[src/rtl/tcbnn_axis_pkg.sv]
// Shared definitions for the AXI-Stream pixel unpacker.
//   DEF_PIX_WIDTH / DEF_LANES / DEF_FRAME_PIXELS : default parameter values
//   state_t : unpacker FSM state
//     ST_EMPTY | no input word held, ready for a new beat
//     ST_DRAIN | word held, current lane is being presented downstream
package tcbnn_axis_pkg;

  localparam int DEF_PIX_WIDTH    = 8;
  localparam int DEF_LANES        = 4;
  localparam int DEF_FRAME_PIXELS = 784;

  typedef enum logic [0:0] {
    ST_EMPTY = 1'b0,
    ST_DRAIN = 1'b1
  } state_t;

endpackage

[src/rtl/axis_pixel_unpack.sv]
// axis_pixel_unpack: splits LANES-wide packed pixel beats into a stream of
// single pixels, with a per-frame pixel index and a sticky frame-length check.
//
// Ports
//   axi_clk        in   sole clock, rising edge
//   axi_reset      in   synchronous active-high reset
//   s_axis_valid   in   input beat valid
//   s_axis_data    in   LANES*PIX_WIDTH packed pixels, lane 0 in the LSBs
//   s_axis_last    in   final beat of an input frame
//   s_axis_keep    in   (AXIS_UNPACK_KEEP_EN only) per-lane enable
//   s_axis_ready   out  beat accepted when valid & ready
//   m_axis_valid   out  output pixel valid
//   m_axis_data    out  one pixel
//   m_axis_last    out  pixel is index FRAME_PIXELS-1 of its frame
//   m_axis_ready   in   downstream accepts pixel
//   frame_err      out  sticky: a word's last flag disagreed with frame position
//   pix_count      out  index of the current output pixel within its frame
//
// Build option: define AXIS_UNPACK_KEEP_EN to add s_axis_keep. Lanes with
// keep=0 are skipped without costing a cycle; an all-zero keep word is
// accepted and dropped (its last flag is ignored).
module axis_pixel_unpack
  import tcbnn_axis_pkg::*;
#(
  parameter int PIX_WIDTH    = DEF_PIX_WIDTH,
  parameter int LANES        = DEF_LANES,
  parameter int FRAME_PIXELS = DEF_FRAME_PIXELS
) (
  input  logic                            axi_clk,
  input  logic                            axi_reset,
  input  logic                            s_axis_valid,
  input  logic [LANES*PIX_WIDTH-1:0]      s_axis_data,
  input  logic                            s_axis_last,
`ifdef AXIS_UNPACK_KEEP_EN
  input  logic [LANES-1:0]                s_axis_keep,
`endif
  output logic                            s_axis_ready,
  output logic                            m_axis_valid,
  output logic [PIX_WIDTH-1:0]            m_axis_data,
  output logic                            m_axis_last,
  input  logic                            m_axis_ready,
  output logic                            frame_err,
  output logic [$clog2(FRAME_PIXELS)-1:0] pix_count
);

  localparam int CW = $clog2(FRAME_PIXELS);
  localparam int LW = (LANES > 1) ? $clog2(LANES) : 1;

  state_t                     state;
  logic [LANES*PIX_WIDTH-1:0] word;
  logic                       word_last;
  logic [LW-1:0]              lane;
  logic [CW-1:0]              pix;
  logic                       err;

  logic                       final_lane;
  logic [LW-1:0]              lane_next;
  logic [LW-1:0]              lane_first;
  logic                       first_any;
  logic                       frame_end;
  logic                       m_hs;
  logic                       s_hs;
  logic [PIX_WIDTH-1:0]       lane_pix;

`ifdef AXIS_UNPACK_KEEP_EN
  logic [LANES-1:0]           keep_h;

  // Next lane is the lowest kept lane above the current one; none means
  // the current lane is the word's last emitted pixel.
  always_comb begin
    final_lane = 1'b1;
    lane_next  = lane;
    for (int i = LANES - 1; i >= 0; i--) begin
      if (keep_h[i] && (LW'(i) > lane)) begin
        final_lane = 1'b0;
        lane_next  = LW'(i);
      end
    end
  end

  always_comb begin
    first_any  = 1'b0;
    lane_first = '0;
    for (int i = LANES - 1; i >= 0; i--) begin
      if (s_axis_keep[i]) begin
        first_any  = 1'b1;
        lane_first = LW'(i);
      end
    end
  end
`else
  assign final_lane = (lane == LW'(LANES - 1));
  assign lane_next  = lane + 1'b1;
  assign lane_first = '0;
  assign first_any  = 1'b1;
`endif

  always_comb begin
    lane_pix = '0;
    for (int i = 0; i < LANES; i++) begin
      if (lane == LW'(i)) lane_pix = word[i*PIX_WIDTH +: PIX_WIDTH];
    end
  end

  // Outputs are gated by reset so the interface is quiet from the first
  // cycle reset is seen, not only after the registers have cleared.
  assign frame_end    = (pix == CW'(FRAME_PIXELS - 1));
  assign m_axis_valid = !axi_reset && (state == ST_DRAIN);
  assign m_axis_data  = m_axis_valid ? lane_pix : '0;
  assign m_axis_last  = m_axis_valid && frame_end;
  assign m_hs         = m_axis_valid && m_axis_ready;
  // Accepting on the final lane's handshake is what removes the bubble.
  assign s_axis_ready = !axi_reset &&
                        ((state == ST_EMPTY) ||
                         ((state == ST_DRAIN) && final_lane && m_axis_ready));
  assign s_hs         = s_axis_valid && s_axis_ready;
  assign frame_err    = err;
  assign pix_count    = pix;

  always_ff @(posedge axi_clk) begin
    if (axi_reset) begin
      state     <= ST_EMPTY;
      word      <= '0;
      word_last <= 1'b0;
      lane      <= '0;
      pix       <= '0;
      err       <= 1'b0;
`ifdef AXIS_UNPACK_KEEP_EN
      keep_h    <= '0;
`endif
    end else begin
      if (m_hs) begin
        pix <= frame_end ? '0 : pix + 1'b1;
        if (final_lane && (word_last ^ frame_end)) err <= 1'b1;
        if (final_lane) state <= ST_EMPTY;
        else            lane  <= lane_next;
      end
      // A new beat overrides the drain-to-empty move above.
      if (s_hs) begin
        if (first_any) begin
          word      <= s_axis_data;
          word_last <= s_axis_last;
          lane      <= lane_first;
          state     <= ST_DRAIN;
`ifdef AXIS_UNPACK_KEEP_EN
          keep_h    <= s_axis_keep;
`endif
        end else begin
          state <= ST_EMPTY;
        end
      end
    end
  end

endmodule

[config.mk]
export PLATFORM = sky130hd
export DESIGN_NAME = axis_pixel_unpack
export DESIGN_NICKNAME = d
export VERILOG_FILES = /design/src/rtl/tcbnn_axis_pkg.sv /design/src/rtl/axis_pixel_unpack.sv
export SDC_FILE = /design/constraint.sdc
export NUM_CORES = 1
export LEC_CHECK = 0
export BUFFER_PORTS_ARGS = -buffer_cell sky130_fd_sc_hd__buf_2
export CORE_MARGIN = 1
export CORE_UTILIZATION = 44
export CTS_CLUSTER_SIZE = 14
export DETAILED_ROUTE_END_ITERATION = 6
export PLACE_DENSITY_LB_ADDON = 0.3
export SLEW_MARGIN = 20
export SYNTH_ARGS = -nofsm -noshare
export SYNTH_HDL_FRONTEND = slang
export SYNTH_SLANG_ARGS = --single-unit
[constraint.sdc]
create_clock -name axi_clk -period 4.35 [get_ports axi_clk]
set_clock_uncertainty 0.15 [all_clocks]
set_input_delay 0.435 -clock axi_clk [delete_from_list [all_inputs] [get_ports axi_clk]]
set_output_delay 0.435 -clock axi_clk [all_outputs]
set_load 0.005 [all_outputs]
==> reports/results.tsv, run 1 <==
stage	metric	value	unit
synthesis	syn avg cell area	7.62	um^2
worst_setup_path	R2R setup slack	2.04	ns
timing	Hold Violations, Final	0	
placed_design	Detail Placement HPWL	3180	um
clock_network	clock buffer count from CTS	5	
clock_network	worst-skew pair later-pin latency	0.30	ns
clock_network	Resized cells post-CTS	0	
floorplan	Total Die Area	5100	um^2
timing	fin worst setup slack	1.50	ns
global_route	initial antenna violation count	0	
layout	Final Instance Count excl. Fillers	378	
synthesis	top_reg_cell synth	dfxtp_1	
clock_network	Clock Path Buffers	2	
global_route	vias in the first global route	1775	
clock_network	CTS sink count	47	
global_route	GRT Total Usage	20.3	%
detailed_routing	initial DRC count	106	
clock_network	Post CTS Setup Buffer Count	0	
clock_network	CTS Root Cell	clkbuf_8	
timing	Pins Over Slew Limit	0	
timing	setup TNS	0	ns
floorplan	core box area	4500	um^2
worst_setup_path	CP Capture Type	output pin	
synthesis	count leader, synth	nand2_1	
synthesis	Synth Instances	278	
pwr	VDD IR max	0.000196	V
min_path	hold_sp	s_axis_data[18]	
clock_network	CTS Hold Bufs	0	
layout	Final #Nets	367	
worst_setup_path	CP Launch Type	primary input	
synthesis	Post-synth EDFFs	0	
detailed_routing	DRC viols	4	
global_route	first-pass GRT wire length	8110	um
outcome	failing checks	design-rule violations	
detailed_routing	DR vias	1933	
placed_design	placed insts	370	
worst_setup_path	Crit Path Max Fanout	37	
worst_setup_path	Critical Path AT	2.26	ns
floorplan	Die W	71.4	um
pwr	Tot Pwr	876	uW
detailed_routing	final wirelength	4710	um
layout	layout cells sized above 1	22.7	%
global_route	largest net degree at the start of global routing	69	
worst_setup_path	required arrival time at the worst endpoint	3.76	ns
timing	min Tclk post-route	2.85	ns
pwr	Pleak	1.02	nW
synthesis	Commonest cells post-synth	86 x nand2_1, 47 x dfxtp_1, 34 x o21ai_0	
placed_design	dpl ws	1.52	ns
synthesis	Synth Register Bits	47	
pwr	power per cell area	346	nW/um^2
synthesis	Unique masters post-synth	31	
detailed_routing	TritonRoute pass-1 iters	6	
timing	Worst Max-Slew Pin Slew	0.637	ns
worst_setup_path	CP startpoint	axi_reset	
synthesis	Post-synth ARST share	0	%
floorplan	I/O pin cnt	59	
synthesis	sequential share of the synthesized area	44.4	%
clock_network	clock slew at reported path FFs	0.09	ns
synthesis	Synth Net Count	320	
timing	Final Hold Slack	0.174	ns
worst_setup_path	Setup CP Type	primary input to output pin	
min_path	HP Class	primary input to flip-flop	
timing	final number of setup-violating endpoints	0	
synthesis	Yosys top cell by area	dfxtp_1	
outcome	outcome	complete, but fails checks	
placed_design	port buffer count	58	
timing	achievable frequency	351	MHz
worst_setup_path	R2R Path Start	lane[0]	
layout	diodes inserted	0	
clock_network	TritonCTS clock tree	yes	
detailed_routing	wire per inst	12.5	um
run	Max Cap Violations	0	
synthesis	YS warnings	0	
detailed_routing	routed vias/inst	5.11	
floorplan	Initial Utilization	47.1	%
placed_design	Routability Congestion	0.785	
synthesis	mapped cell area	2120	um^2
clock_network	H-tree levels	2	
timing	RSZ-0062 raised after global routing	no	
timing	Max-slew headroom	57.5	%
detailed_routing	Post-DRT Antenna Nets	0	
timing	period utilization	65.5	%
floorplan	Core Rows	24	
synthesis	synth top area cells	dfxtp_1 44%, nand2_1 15%, o21ai_0 8.0%, a21oi_1 4.0%, xnor2_1 3.3%	
synthesis	Synth top area share	44.4	%
layout	Layout area overhead	19.4	%
global_route	GRT overflow	0	
floorplan	Die Y	71.4	um
-- worst paths after layout --
check	depth (start not counted)	end
worst max-delay path	6	m_axis_data[7]
worst min-delay path	3	word[18]
worst max register to register	5	word[4]
worst min register to register	2	word[10]
-- per-stage QoR --
step,utilization [%],area [um^2]
CTS,56.2,2530
detailed placement,53.6,2410
global route,56.2,2530
global placement,53.6,2410
finish,56.2,2530
floorplan,-,2120
-- placed cells by master, fill, tap and decap left out, drive strengths merged, types with 3 or more instances in the layout --
master and n:
dfxtp 47, inv 6, xnor2 8, clkbuf 6
nand3b 9, a21oi 17, ha 5, nand2 86
nor3 6, nand4 3, nor2 13, o21ai 34
buf 59, o22ai 8
-- final cells by class --
type | instances | area, um^2
clock buffers | 6 | 82.6
clock inverters | 2 | 35.0
fillers | 443 | 1970
inverters | 6 | 22.5
multi-input cells | 206 | 1090
flip-flops and latches | 47 | 941
well taps | 52 | 65.1
repair buffers | 59 | 298
-- cells by family (layout without fill, tap and decap cells) --
kind of cell | after synthesis | after routing | share of synthesized area, %
DFF | 47 | 47 | 44.4
and+or+nand+nor | 127 | 127 | 26.6
buffers and inverters | 25 | 73 | 4.55
muxes | 1 | 1 | 0.472
xor gates and xnor gates | 10 | 10 | 4.13
AOI/OAI and AO/OA | 63 | 63 | 16.9
adders and majority gates | 5 | 5 | 2.95
-- sequential cells by signal, indices dropped and copies added, names as in the netlist --
signal / flops
state: 1
pix_count: 10
frame_err: 1
word: 32
lane: 2
word_last: 1
-- critical path: stages --
cell and delay [ns]:
buf_2 0.15, inv_2 0.48, nand2_1 0.39, or2_2 0.46, o22ai_1 0.18, buf_2 0.15
-- power by group --
group | internal, mW | total [mW] | switching, mW
logic | 0.0352 | 0.0806 | 0.0454
registers | 0.453 | 0.466 | 0.0133
clock network | 0.186 | 0.330 | 0.144
total | 0.674 | 0.876 | 0.202
-- routing by layer --
metal / vias up / global-route usage (%) / routed length (um)
li1: 1017 / - / -
met4: 0 / 5.56 / 59
met5: - / 0 / 0
met3: 6 / 5.34 / 238
met1: 858 / 28.0 / 2370
met2: 52 / 31.3 / 2040
Note: power is estimated with default switching activity, not from simulation.
==> inputs of run 2 (changes only) <==
==> constraint.sdc (replaced) <==
create_clock -name axi_clk -period 2.7 [get_ports axi_clk]
set_clock_uncertainty 0.15 [all_clocks]
set_input_delay 0.27 -clock axi_clk [delete_from_list [all_inputs] [get_ports axi_clk]]
set_output_delay 0.27 -clock axi_clk [all_outputs]
set_load 0.005 [all_outputs]
==> reports/results.tsv, run 2 (synthesis gave the netlist of run 1 again) <==
stage	metric	value	unit	change
clock_network	CTS Hold Bufs	0		unchanged
clock_network	H-tree levels	2		unchanged
outcome	outcome	complete, but fails checks		
global_route	initial antenna violation count	0		unchanged
detailed_routing	Post-DRT Antenna Nets	0		unchanged
worst_setup_path	Setup CP Type	flip-flop to output pin		
floorplan	core box area	4500	um^2	unchanged
worst_setup_path	Critical Path AT	1.89	ns	-0.37 ns
layout	Layout area overhead	18.8	%	
clock_network	Post CTS Setup Buffer Count	0		unchanged
timing	final number of setup-violating endpoints	0		unchanged
pwr	power per cell area	514	nW/um^2	+48%
worst_setup_path	CP Capture Type	output pin		
worst_setup_path	required arrival time at the worst endpoint	2.28	ns	-1.48 ns
worst_setup_path	CP startpoint	lane[1]		
timing	achievable frequency	434	MHz	
clock_network	Clock Path Buffers	2		unchanged
clock_network	TritonCTS clock tree	yes		
worst_setup_path	most numerous cell on the critical path	a21oi_1		
global_route	vias in the first global route	1879		+5.9%
detailed_routing	initial DRC count	159		+50%
detailed_routing	DR vias	1965		+1.7%
layout	Largest register FFs	32		unchanged
detailed_routing	routed vias/inst	5.18		+1.4%
min_path	Hold Path Cell Cnt	3		unchanged
timing	Hold Violations, Final	0		unchanged
clock_network	clock buffer count from CTS	5		unchanged
timing	Worst Max-Slew Pin Slew	0.509	ns	-0.128 ns
worst_setup_path	crit path cell chain	inv_1 > ha_1 > nand3b_1 > a21oi_1 > a21oi_1 > o22ai_1 > buf_2		
placed_design	dpl ws	0.659	ns	-0.863 ns
global_route	largest net degree at the start of global routing	69		unchanged
detailed_routing	DRC viols	4		unchanged
worst_setup_path	R2R Path Start	lane[0]		
worst_setup_path	Buf/Inv on CP	2		-1
placed_design	Detail Placement HPWL	3330	um	+4.7%
timing	RSZ-0062 raised after global routing	no		
worst_setup_path	Reg2Reg Depth	5		unchanged
timing	min Tclk post-route	2.31	ns	
pwr	Pleak	1.01	nW	-1.2%
layout	diodes inserted	0		unchanged
outcome	failing checks	design-rule violations		
worst_setup_path	cell family with most CP delay	compound AO/OA/AOI/OAI gates		
layout	Reg with most FFs	word		
placed_design	Routability Congestion	0.824		+5.0%
layout	layout cells sized above 1	22.6	%	-0.069 points
floorplan	Die Y	71.4	um	unchanged
floorplan	Core Rows	24		unchanged
worst_setup_path	Crit Path Max Fanout	16		-57%
layout	commonest cells after routing, fill and taps aside	86 x nand2_1, 58 x buf_2, 47 x dfxtp_1, 34 x o21ai_0, 17 x a21oi_1		
global_route	GRT overflow	0		unchanged
layout	Final Util	55.9	%	-0.28 points
min_path	hold_sp	s_axis_data[28]		
pwr	VDD IR max	0.000357	V	+82%
global_route	GRT Total Usage	19.9	%	-0.38 points
clock_network	CTS sink count	47		unchanged
worst_setup_path	CP max stage cell	dfxtp_1		
timing	fin worst setup slack	0.393	ns	-1.11 ns
floorplan	Total Die Area	5100	um^2	unchanged
detailed_routing	final wirelength	4670	um	-0.89%
floorplan	Die W	71.4	um	unchanged
worst_setup_path	CP max stage delay	0.39	ns	-0.09 ns
layout	Final #Nets	368		+0.27%
global_route	first-pass GRT wire length	8060	um	-0.59%
min_path	HP Class	primary input to flip-flop		
worst_setup_path	Worst path depth	7		+1
clock_network	CTS Root Cell	clkbuf_8		
floorplan	I/O pin cnt	59		unchanged
detailed_routing	TritonRoute pass-1 iters	6		unchanged
layout	commonest non-fill, non-tap cell in the layout	nand2_1		
detailed_routing	wire per inst	12.3	um	-1.2%
timing	setup TNS	0	ns	unchanged
clock_network	clock slew at reported path FFs	0.08	ns	about the same
clock_network	worst-skew pair later-pin latency	0.30	ns	about the same
timing	Pins Over Slew Limit	0		unchanged
run	Max Cap Violations	0		unchanged
placed_design	port buffer count	58		unchanged
timing	Max-slew headroom	66.0	%	+8.5 points
clock_network	Resized cells post-CTS	0		unchanged
timing	period utilization	85.4	%	
floorplan	Initial Utilization	47.1	%	unchanged
worst_setup_path	CP Launch Type	flip-flop		
layout	final-layout fill cell count	433		-2.3%
## run 2: cell types whose count changed in the layout (fill, tap and decap cells not counted)
| cell | before | now |
|---|---|---|
| clkbuf_1 | 0 | 1 |
| buf_12 | 0 | 1 |
| clkbuf_8 | 6 | 5 |
| bufinv_16 | 1 | 0 |
| clkinvlp_4 | 0 | 1 |
## run 2: report_power, final
group | internal [mW] | leakage [nW] | total (mW) | switching, mW
Combinational | 0.0597 | 0.581 | 0.132 | 0.0718
Clock | 0.181 | 0.0412 | 0.410 | 0.229
Sequential | 0.730 | 0.385 | 0.752 | 0.0225
## run 2: worst reg2reg max path: cells and delay by family (launching register included)
family,cells,cell delay [ns]
flip-flops,1,0.40
AO/OA/AOI/OAI,2,0.43
buffers and inverters,1,0.26
AND/OR/NAND/NOR,1,0.27
adder cells (fa/ha/maj),1,0.41
## run 2: worst paths after layout
kind,endpoint,slack (ns)
max,m_axis_data[6],0.39
min,word[28],0.01
max reg2reg,word[9],0.65
min reg2reg,word[12],0.31
## run 2: final cells by class
| cell class | count | area (um^2) | area share, % |
|---|---|---|---|
| multi-input cells | 206 | 1090 | 43.2 |
| flip-flops and latches | 47 | 941 | 37.4 |
| repair buffers | 60 | 318 | 12.6 |
| clock buffers | 6 | 72.6 | 2.88 |
| well taps | 52 | 65.1 | 2.58 |
| inverters | 6 | 22.5 | 0.894 |
| clock inverters | 2 | 12.5 | 0.497 |
## run 2: per-layer routing
| metal | track usage (%) | vias to the layer above | share of wire (%) |
|---|---|---|---|
| met2 | 33.2 | 54 | 45 |
| met1 | 25.5 | 884 | 47 |
| li1 | - | 1022 | - |
| met3 | 3.66 | 5 | 6.1 |
| met5 | 0 | - | 0 |
| met4 | 7.56 | 0 | 1.2 |
## run 2: per-stage QoR
step	std cells	power (mW)	hold WS, ns	area [um^2]
after floorplan	278	0.844	0.229	2120
after global placement	371	0.897	0.294	2430
after detailed placement	371	0.900	0.303	2430
after CTS	379	1.31	0.00755	2520
after global routing	379	1.36	0.0207	2520
final	379	1.29	0.0118	2520
==> inputs of run 3 (changes only) <==
--- a/config.mk
+++ b/config.mk
@@ -6,6 +6,7 @@
 export NUM_CORES = 1
 export LEC_CHECK = 0
 export BUFFER_PORTS_ARGS = -buffer_cell sky130_fd_sc_hd__buf_2
+export CORE_ASPECT_RATIO = 1.4
 export CORE_MARGIN = 1
 export CORE_UTILIZATION = 44
 export CTS_CLUSTER_SIZE = 14
==> reports/results.tsv, run 3 (synthesis gave the netlist of run 1 again) <==
stage	metric	value	unit	change
layout	Design Area, Final	2520	um^2	about the same
worst_setup_path	Crit Path Max Fanout	16		unchanged
worst_setup_path	CP startpoint	lane[1]		
worst_setup_path	Setup CP Type	flip-flop to output pin		
detailed_routing	routed vias/inst	5.05		-2.6%
pwr	power per cell area	518	nW/um^2	+0.78%
timing	final number of setup-violating endpoints	0		unchanged
worst_setup_path	Buf/Inv on CP	2		unchanged
timing	Pins Over Slew Limit	0		unchanged
global_route	initial antenna violation count	0		unchanged
worst_setup_path	cell family with most CP delay	compound AO/OA/AOI/OAI gates		
pwr	Tot Pwr	1.31	mW	+0.88%
layout	Reg with most FFs	word		
floorplan	Initial Utilization	46.4	%	-0.70 points
layout	diodes inserted	0		unchanged
clock_network	Clock Path Buffers	2		unchanged
worst_setup_path	CP max stage cell	dfxtp_1		
clock_network	Post CTS Setup Buffer Count	0		unchanged
timing	Hold Violations, Final	0		unchanged
floorplan	Core Rows	29		+21%
worst_setup_path	CP Launch Type	flip-flop		
timing	min Tclk post-route	2.34	ns	+0.0315 ns
clock_network	CTS Root Cell	clkbuf_8		
floorplan	core box area	4570	um^2	+1.5%
placed_design	dpl ws	0.463	ns	-0.196 ns
global_route	GRT Total Usage	19.9	%	+0.064 points
floorplan	Total Die Area	5100	um^2	about the same
global_route	first-pass GRT wire length	7730	um	-4.1%
timing	achievable frequency	428	MHz	-1.3%
pwr	Pleak	1.01	nW	+0.25%
timing	fin worst setup slack	0.362	ns	-0.0315 ns
timing	RSZ-0062 raised after global routing	no		
global_route	largest net degree at the start of global routing	69		unchanged
run	Max Cap Violations	0		unchanged
min_path	HP Class	primary input to flip-flop		
placed_design	Detail Placement HPWL	3390	um	+2.0%
detailed_routing	initial DRC count	103		-35%
placed_design	Routability Congestion	0.785		-4.7%
clock_network	clock buffer count from CTS	5		unchanged
clock_network	CTS sink count	47		unchanged
worst_setup_path	CP Capture Type	output pin		
layout	commonest non-fill, non-tap cell in the layout	nand2_1		
layout	Final #Nets	368		unchanged
clock_network	TritonCTS clock tree	yes		
placed_design	Area after DPL	2430	um^2	unchanged
timing	Worst Max-Slew Pin Slew	0.555	ns	+0.0461 ns
clock_network	CTS Hold Bufs	0		unchanged
floorplan	Die Y	84.1	um	+18%
clock_network	Resized cells post-CTS	0		unchanged
worst_setup_path	R2R Path Start	lane[0]		
min_path	hold_sp	s_axis_data[14]		
detailed_routing	DRC viols	0		-4
worst_setup_path	Critical Path AT	1.92	ns	+0.03 ns
worst_setup_path	crit path cell chain	inv_1 > ha_1 > nand3b_1 > a21oi_1 > a21oi_1 > o22ai_1 > buf_2		
outcome	outcome	finished clean		
floorplan	I/O pin cnt	59		unchanged
global_route	vias in the first global route	1782		-5.2%
worst_setup_path	CP max stage delay	0.39	ns	about the same
placed_design	port buffer count	58		unchanged
global_route	GRT overflow	0		unchanged
detailed_routing	final wirelength	4780	um	+2.2%
timing	period utilization	86.6	%	+1.2 points
clock_network	worst-skew pair later-pin latency	0.29	ns	about the same
detailed_routing	TritonRoute pass-1 iters	4		-2
timing	setup TNS	0	ns	unchanged
clock_network	H-tree levels	2		unchanged
timing	Max-slew headroom	63.0	%	-3.0 points
worst_setup_path	most numerous cell on the critical path	a21oi_1		
pwr	VDD IR max	0.000262	V	-27%
detailed_routing	Post-DRT Antenna Nets	0		unchanged
floorplan	Die W	60.7	um	-15%
layout	Largest register FFs	32		unchanged
layout	layout cells sized above 1	22.7	%	+0.069 points
clock_network	clock slew at reported path FFs	0.08	ns	about the same
layout	commonest cells after routing, fill and taps aside	86 x nand2_1, 58 x buf_2, 47 x dfxtp_1, 34 x o21ai_0, 17 x a21oi_1		
detailed_routing	wire per inst	12.3	um	-0.15%
detailed_routing	DR vias	1960		-0.25%
layout	Layout area overhead	18.9	%	about the same
worst_setup_path	required arrival time at the worst endpoint	2.28	ns	about the same
## run 3: changes by cell type in the layout (fill, tap and decap cells not counted)
cell / previous run / this run
buf_4: 1 / 2
clkbuf_1: 1 / 0
buf_12: 1 / 0
clkinvlp_4: 1 / 0
clkbuf_8: 5 / 6
## run 3: area by class of cell
| class | instances | area [um^2] |
|---|---|---|
| Clock buffer | 6 | 82.6 |
| Tap cell | 62 | 77.6 |
| Inverter | 6 | 22.5 |
| Fill cell | 488 | 2050 |
| Sequential cell | 47 | 941 |
| Timing Repair Buffer | 60 | 305 |
| Clock inverter | 1 | 5.00 |
| Multi-Input combinational cell | 206 | 1090 |
## run 3: power breakdown
part | switching, mW | leakage (nW) | internal (mW)
clock | 0.222 | 0.0470 | 0.201
combinational | 0.0720 | 0.578 | 0.0578
sequential | 0.0231 | 0.385 | 0.730
## run 3: per-layer routing
layer  share of wire [%]  GRT usage (%)  vias to the layer above  routed length (um)
li1                    -              -                     1024                   -
met1                  43           23.9                      884                2080
met2                  51           34.6                       47                2440
met3                 4.4           4.96                        5                 208
met4                 1.0           4.96                        0                  49
met5                   0              0                        -                   0
## run 3: metrics by stage
| step | utilization [%] | instances | hold slack, ns |
|---|---|---|---|
| 4_1_cts | 55.1 | 388 | 0.00508 |
| 3_5_place_dp | 53.2 | 381 | 0.304 |
| 5_1_grt | 55.1 | 388 | 0.00640 |
| 2_1_floorplan | - | 278 | 0.229 |
| 3_3_place_gp | 53.2 | 381 | 0.293 |
| 6_report | 55.1 | 388 | 0.0119 |
## run 3: path summary, 6_finish.rpt
check | end | slack (ns) | depth (start not counted)
max reg2reg | word[23] | 0.44 | 5
min | word[14] | 0.01 | 3
max | m_axis_data[4] | 0.36 | 7
min reg2reg | word[4] | 0.31 | 2
## run 3: worst min-delay path, cell delays in order
cell	delay (ns)
buf_2	0.07
nand2_1	0.03
o21ai_0	0.05
